**src/rtl/nibble_serial_adder_ctrl.sv**
```systemverilog
// rtl/nibble_serial_adder_ctrl.sv - wide adder built by time-sharing one 4-bit adder, LS nibble first

// Plain 4-bit adder with no carry-in; result[4] is the carry out.
module four_bit_adder (
  input  logic [3:0] a,
  input  logic [3:0] b,
  output logic [4:0] result
);
  // Zero-extend both operands so the carry lands in bit 4.
  always_comb begin
    result = {1'b0, a} + {1'b0, b};
  end
endmodule

// Sequencer: one ADD pass per nibble, plus an INC pass through the same
// adder whenever a carry is pending into that nibble.
module nibble_serial_adder_ctrl #(
  parameter int NIBBLES = 4
) (
  input  logic                 clk,
  input  logic                 rst,
  input  logic                 start_valid,
  output logic                 start_ready,
  input  logic [4*NIBBLES-1:0] op_a,
  input  logic [4*NIBBLES-1:0] op_b,
  input  logic                 cin,
  output logic                 res_valid,
  input  logic                 res_ready,
  output logic [4*NIBBLES-1:0] sum,
  output logic                 cout,
  output logic                 busy
);

  localparam int IW = (NIBBLES > 1) ? $clog2(NIBBLES) : 1;
  localparam logic [IW-1:0] LAST_IDX = IW'(NIBBLES - 1);

  typedef enum logic [1:0] {
    S_IDLE = 2'd0,
    S_ADD  = 2'd1,
    S_INC  = 2'd2,
    S_DONE = 2'd3
  } state_t;

  state_t                    state_q;
  logic [IW-1:0]             idx_q;
  logic                      carry_q;
  logic                      held_c1_q;
  logic [3:0]                partial_q;
  logic [NIBBLES-1:0][3:0]   op_a_q;
  logic [NIBBLES-1:0][3:0]   op_b_q;
  logic [NIBBLES-1:0][3:0]   sum_q;
  logic                      cout_q;
  logic                      res_valid_q;
  logic                      busy_q;
  logic                      start_ready_q;

  logic [3:0]                add_a;
  logic [3:0]                add_b;
  logic [4:0]                add_r;
  logic                      inc_carry;

  // Operand muxes for the shared adder: operand nibbles in ADD, partial+1 in INC.
  always_comb begin
    add_a = op_a_q[idx_q];
    add_b = op_b_q[idx_q];
    if (state_q == S_INC) begin
      add_a = partial_q;
      add_b = 4'b0001;
    end
  end

  four_bit_adder u_adder (
    .a      (add_a),
    .b      (add_b),
    .result (add_r)
  );

  // The two pass carries of one nibble are never both set; OR merges them.
  assign inc_carry = held_c1_q | add_r[4];

  // Main sequencer with registered handshake outputs.
  always_ff @(posedge clk or posedge rst) begin
    if (rst) begin
      state_q       <= S_IDLE;
      idx_q         <= '0;
      carry_q       <= 1'b0;
      held_c1_q     <= 1'b0;
      partial_q     <= '0;
      op_a_q        <= '0;
      op_b_q        <= '0;
      sum_q         <= '0;
      cout_q        <= 1'b0;
      res_valid_q   <= 1'b0;
      busy_q        <= 1'b0;
      start_ready_q <= 1'b1;
    end else begin
      case (state_q)
        S_IDLE: begin
          if (start_valid && start_ready_q) begin
            op_a_q        <= op_a;
            op_b_q        <= op_b;
            carry_q       <= cin;
            idx_q         <= '0;
            sum_q         <= '0;
            state_q       <= S_ADD;
            busy_q        <= 1'b1;
            start_ready_q <= 1'b0;
          end
        end
        S_ADD: begin
          if (carry_q) begin
            partial_q <= add_r[3:0];
            held_c1_q <= add_r[4];
            state_q   <= S_INC;
          end else begin
            sum_q[idx_q] <= add_r[3:0];
            carry_q      <= add_r[4];
            if (idx_q == LAST_IDX) begin
              cout_q      <= add_r[4];
              res_valid_q <= 1'b1;
              state_q     <= S_DONE;
            end else begin
              idx_q   <= idx_q + 1'b1;
              state_q <= S_ADD;
            end
          end
        end
        S_INC: begin
          sum_q[idx_q] <= add_r[3:0];
          carry_q      <= inc_carry;
          if (idx_q == LAST_IDX) begin
            cout_q      <= inc_carry;
            res_valid_q <= 1'b1;
            state_q     <= S_DONE;
          end else begin
            idx_q   <= idx_q + 1'b1;
            state_q <= S_ADD;
          end
        end
        S_DONE: begin
          if (res_ready) begin
            res_valid_q   <= 1'b0;
            busy_q        <= 1'b0;
            start_ready_q <= 1'b1;
            state_q       <= S_IDLE;
          end
        end
        default: begin
          state_q       <= S_IDLE;
          res_valid_q   <= 1'b0;
          busy_q        <= 1'b0;
          start_ready_q <= 1'b1;
        end
      endcase
    end
  end

  assign start_ready = start_ready_q;
  assign res_valid   = res_valid_q;
  assign busy        = busy_q;
  assign sum         = sum_q;
  assign cout        = cout_q;

endmodule

```
**config.mk**
```make
export PLATFORM = sky130hd
export DESIGN_NAME = nibble_serial_adder_ctrl
export DESIGN_NICKNAME = d
export VERILOG_FILES = /design/src/rtl/nibble_serial_adder_ctrl.sv
export SDC_FILE = /design/constraint.sdc
export NUM_CORES = 1
export LEC_CHECK = 0
export ABC_AREA = 0
export CAP_MARGIN = 40
export CORE_MARGIN = 4
export CORE_UTILIZATION = 35
export DETAILED_ROUTE_END_ITERATION = 7
export GPL_TIMING_DRIVEN = 1
export PLACE_DENSITY = 0.56
export SYNTH_ARGS = -nofsm -noshare
export SYNTH_HDL_FRONTEND = slang
export SYNTH_SLANG_ARGS = --single-unit
export TNS_END_PERCENT = 100
```
**constraint.sdc**
```tcl
create_clock -name clk -period 3.7 [get_ports clk]
set_input_delay 1.11 -clock clk [delete_from_list [all_inputs] [get_ports clk]]
set_output_delay 1.11 -clock clk [all_outputs]
set_load 0.005 [all_outputs]
```
---- Word level (Yosys, flattened, before mapping) ----
Index checks and enable logic that the tools add are counted.
W data, S select, Z words.
word-level totals
  flip-flop bits (word level) ............. 62
  bits of input ports ..................... 37
  word-level logic and storage cells ...... 87
operators by class
  $add $sub $neg .......................... 2
  $lt $le $gt $ge ......................... 2
  equal/unequal tests ..................... 9
  mux-type cells .......................... 37
  bitwise logic cells ..................... 1
  reductions and logical operators ........ 15
operator list
  cell                   number
  $pmux W16 S3           1
  $mux W16               2
  $mux W4                5
  $bmux W4 S2            2
  $bwmux W16             1
  $mux W2                7
  $mux W1                11
  $reduce_and A3 Y1      3
  $demux W4 S2           1
  $ne A2 B2 Y1 const B   4
  $pmux W2 S4            1
  $reduce_and A2 Y1      4
  $eq A2 B2 Y1 const B   3
  $pmux W1 S2            3
  $pmux W1 S3            2
  $pmux W2 S3            1
  $reduce_bool A3 Y1     2
  $add A4 B4 Y5          1
  $reduce_and A4 Y1      1
  $reduce_bool A2 Y1     2
  $lt A2 B3 Y1 const B   1
  $add A2 B1 Y2 const B  1
  $eq A2 B1 Y1 const B   1
  $ge A2 B1 Y1 const B   1
  other kinds (4)        5

---- Depth between registers and ports, before layout ----
  depth after elaboration ................. 7
  mapped depth ............................ 11
  mapped depth without buffers ............ 10

---- Modules after synthesis ----
From an unflattened synthesis, not the netlist that was laid out.
unflattened totals
  cell total of the unflattened synthesis .. 252
  area, all modules ....................... 3220.6 µm²
by module, submodules not included
  module                    instances  cells each  area each (µm²)
  nibble_serial_adder_ctrl  1          236         3084.2
  four_bit_adder            1          16          136.4

---- Worst setup path after synthesis ----
No wires, ideal clock.
  kind .................................... reg-to-reg
  from .................................... register idx_q[0]
  to ...................................... register partial_q[3]
  library setup time ...................... 0.125 ns
  data arrival time ....................... 2.348 ns
  required time ........................... 3.575 ns
  setup slack ............................. 1.227 ns
  cell stages (with the launch flop) ...... 10
  path buffers ............................ 1
  period minus slack after synthesis ...... 2.473 ns
  path through ............................ dfrtp_1 > buf_6 > mux4_2 > mux2i_1 > inv_1 > ha_1 > a21o_1 > a21oi_1 > xnor2_1 > mux2_2
between the ends
  longest elaborated chain between the ends .. 4
  elaborated cells on any way between the ends .. 7
  classes of those cells .................. add/sub: 1; mux: 6
RTL lines
  what                            RTL line  source
  from (decl)                     45        logic [IW-1:0] idx_q;
  from (signal assigned)          123       idx_q <= idx_q + 1'b1;
  from (signal assigned)          136       idx_q <= idx_q + 1'b1;
  $bmux W4 S2 (on tied branches)  64, 65
  $mux W4 (on tied branches)      64, 65
  $mux W4                         66        if (state_q == S_INC) begin
  $add A4 B4 Y5 *                 11        result = {1'b0, a} + {1'b0, b};
  to (signal assigned)            112       partial_q <= add_r[3:0];
  to (decl)                       48        logic [3:0] partial_q;
Every way passes the cells marked *; elsewhere a longest branch is shown, timed or not. The select of a mux whose other input is x is not followed.
A chain may end at the register's enable or synchronous reset.

---- Worst setup path after layout ----
  from .................................... register idx_q[0]
  to ...................................... register sum_q, in the netlist sum[11]
between the ends
  longest elaborated chain between the ends .. 7
  elaborated cells on any way between the ends .. 15
  classes of those cells .................. add/sub: 1; order compare: 2; mux: 11; reduce/logical: 1
RTL lines
  what                                                   RTL line      source
  $bmux W4 S2 (tied with other cells)                    64            add_a = op_a_q[idx_q];
  $mux W4 (implied by the code) (tied with other cells)  64
  $mux W4 (on tied branches)                             66, 116, 129
  $add A4 B4 Y5 or $demux W4 S2 (tied branches)          11, 116, 129
  $bwmux W16 *                                           116, 129
  $mux W16                                               111           if (carry_q) begin
  $pmux W16 S3 *                                         97            case (state_q)
  to (signal, indexed assignment)                        116           sum_q[idx_q] <= add_r[3:0];
  to (signal, indexed assignment)                        129           sum_q[idx_q] <= add_r[3:0];
  to (decl)                                              51            logic [NIBBLES-1:0][3:0] sum_q;
Marks and branches as above.

==> out/metrics.yaml <==
route:
  firstDrtPassIters: 4
  drtIter0Drc: 74
  routed_wl_um: 6186
  vias_per_cell: 5.020
  post_drt_wl_per_cell_um: 15.50
  drc: 0
  ant_nets: 0
  vias: 2003
sta:
  layout_min_cycle_time_ns: 2.875
  fmax_ghz: 0.3478
  tightest_slew_ns: 0.7019
  relSlewSlack_pct: 52.86
  rsz0062_at_grt: "no"
  tns_ns: 0
  hold_violations: 0
  finClkSkew_ns: 0.007032
  drv_slew: 0
  timing.final.crit_share_pct: 77.70
  setup_violations: 0
floorplan:
  core_area_um2: 8341
  dieArea_um2: 10290
  die_width_um: 101.4
  rows: 33
  io_pins: 57
  die_y_um: 101.4
  start_util_pct: 36.62
worst_setup_path:
  cp_max_fo: 13
  crit_path_end_kind: "flop"
  reg2reg_slack_ns: 0.82
  crit_path_end: "sum[11]$_DFFE_PP0P_"
  rr_worst_depth: 8
  path_class: "flop to flop"
  worstPathArrival_ns: 3.10
  startpoint: "idx_q[0]$_DFFE_PP0P_"
  rr_endpoint: "sum[11]$_DFFE_PP0P_"
  r2r-start: "idx_q[0]$_DFFE_PP0P_"
  crit_path_start_kind: "flop"
  cp.required_ns: 3.92
cts:
  post_cts_buffers: 0
  cts.sinks: 62
  ctsResizeCount: 0
  clk_latency_ns: 0.33
  clk_pin_slew_ns: 0.07
  h-tree-depth: 3
  cts_tree: "done"
  hold_buffers: 0
  cts-root-buf: "clkbuf_8"
  numCtsBuffers: 9
  clock_path_buffers: 2
grt:
  overflow: 0
  grt_pass1_wl_um: 10490
  globalRouteTotalUtil_pct: 13.16
  antenna_found_initial: 0
  grt_pass1_vias: 2106
  grt_max_degree: 38
pwr:
  cellLeakagePower_uw: 0.001719
  ir_drop_mv: 0.3296
  p_per_area_nw_per_um2: 855.5
  p_sw_uw: 1207
  seqPwrFrac_pct: 35.4
  pwr-share-comb_pct: 45.7
  p_total_uw: 3329
  swShare_pct: 36.27
  pwr-share-clk_pct: 18.9
  internal_power_uw: 2122
synthesis:
  synth.avg_cell_area_um2: 13.11
  ys_top_cells_by_count: "dfrtp_1 (61), mux2_2 (37), ha_1 (12), inv_1 (12), o21ai_0 (11)"
  synthCells: 233
  yosys.area_share.adder_pct: 5.571
  synthTopCellsByArea: "dfrtp_1 (50%), mux2_2 (14%), mux4_2 (5.2%)"
  synthXorXnorAreaFrac_pct: 0.5735
  synth.most_common_cell: "dfrtp_1"
  yosys-mux-area-fraction_pct: 19.79
  async_reset_ff_share_pct: 100.0
  synth_simple_gate_area_share_pct: 5.817
  synth-seq-cells: 62
  synth_warnings: 0
  ys_dominant_reg_cell: "dfrtp_1"
  netlist_area_um2: 3054
  synth_top_family_by_area: "multiplexers"
  synth.distinct_cells: 41
  syn_nets: 283
  synth-compound-area-share_pct: 13.03
  synth_edf_count: 0
  seq_area_frac_synth_pct: 50.84
  synth_top_area_share_pct: 49.98
  synth.largest_area_cell: "dfrtp_1"
final_layout:
  area_growth_pct: 27.41
  multi_input_area_um2: 1368
  fill_cells: 776
  post-route-util_pct: 46.65
  diodes: 0
  fin_cells: 399
  drive_above_1_share_pct: 24.15
  final-seq-area_um2: 1553
  final_nets: 340
placed_design:
  place_hpwl_um: 4564
  port_buffers: 56
  gp_congestion: 0.7739
  post-place-cells: 384
run_status:
  status: "finished, final reports clean"
min_path:
  hold_path_class: "flop to flop"
run:
  max_cap_violations: 0
placed cells by master, fill, tap and decap left out, types with 2 or more instances in the layout:
master / instances
a21oi_1: 10
clkinv_2: 3
nor2_1: 7
clkdlybuf4s50_1: 56
inv_2: 2
bufinv_16: 2
o2bb2ai_1: 8
nor2b_1: 4
mux2_2: 37
o22ai_1: 2
mux2i_1: 3
nand2_1: 8
nand3_1: 3
inv_1: 11
o21ai_0: 11
a32o_1: 8
clkbuf_8: 9
dfrtp_1: 61
a31oi_1: 3
mux4_2: 7
nand2b_1: 2
ha_1: 12
nand2_2: 4
logic make-up (layout without fill, tap and decap cells):
logic type | count (synthesis) | count (layout)
buffers and inverters | 25 | 86
flip-flops | 62 | 62
XOR/XNOR | 2 | 2
multiplexers | 47 | 47
adder cells (fa/ha/maj) | 13 | 13
AO/OA/AOI/OAI | 52 | 52
AND/OR/NAND/NOR | 32 | 32
worst max-delay path, cell delays in order, from the launching register on:
cell     delay, ns
dfrtp_1       0.73
mux4_2        0.57
mux2i_1       0.26
inv_1         0.09
ha_1          0.29
a21o_1        0.18
a21oi_1       0.16
xnor2_1       0.18
a32o_1        0.31
power groups by stage:
| stage | clock, uW | combinational (uW) | sequential, uW |
|---|---|---|---|
| 3_3_place_gp | 0 | 1510 | 1200 |
| 3_5_place_dp | 0 | 1550 | 1200 |
| 6_report | 629 | 1520 | 1180 |
| 4_1_cts | 649 | 1550 | 1190 |
| 5_1_grt | 679 | 1700 | 1220 |
| 2_1_floorplan | 0 | 1180 | 1110 |
registers in the layout, summed over array words and instances (netlist names), 2 cells and up:
register and count:
idx_q 2, state_q 2, op_a_q 16, sum 16
partial_q 4, op_b_q 16
final cells by class:
class,instances,area share [%]
Sequential cell,62,39.90
Multi-Input combinational cell,146,35.14
Timing Repair Buffer,58,15.11
Tap cell,105,3.376
Clock buffer,10,3.280
Clock inverter,5,1.929
Inverter,13,1.254
per-layer routing:
metal | part of all wire (%) | global-route usage (%)
met4 | 1.0 | 3.374
met2 | 47 | 20.17
met1 | 46 | 17.70
met3 | 5.9 | 4.890
met5 | 0 | 0
metrics by stage:
step | area, um^2 | setup slack, ns | hold slack [ns]
floorplan | 3054 | 1.050 | 0.4444
global placement | 3689 | 0.8351 | 0.4761
detailed placement | 3689 | 0.7687 | 0.4762
CTS | 3891 | 0.7543 | 0.4957
global route | 3891 | 0.5970 | 0.5206
finish | 3891 | 0.8250 | 0.4944
how the worst min path moves through the flow:
stage                              from                        to  slack, ns  cells after the start
5_1_grt          op_a_q[15]$_DFFE_PP0P_    op_a_q[15]$_DFFE_PP0P_       0.52                      1
2_1_floorplan  partial_q[2]$_DFFE_PP0P_  partial_q[2]$_DFFE_PP0P_       0.44                      2
3_5_place_dp         sum[6]$_DFFE_PP0P_        sum[6]$_DFFE_PP0P_       0.48                      1
3_3_place_gp         sum[6]$_DFFE_PP0P_        sum[6]$_DFFE_PP0P_       0.48                      1
6_report             sum[6]$_DFFE_PP0P_        sum[6]$_DFFE_PP0P_       0.49                      1
4_1_cts              sum[6]$_DFFE_PP0P_        sum[6]$_DFFE_PP0P_       0.50                      1
Power figures use the tool's default switching activity.
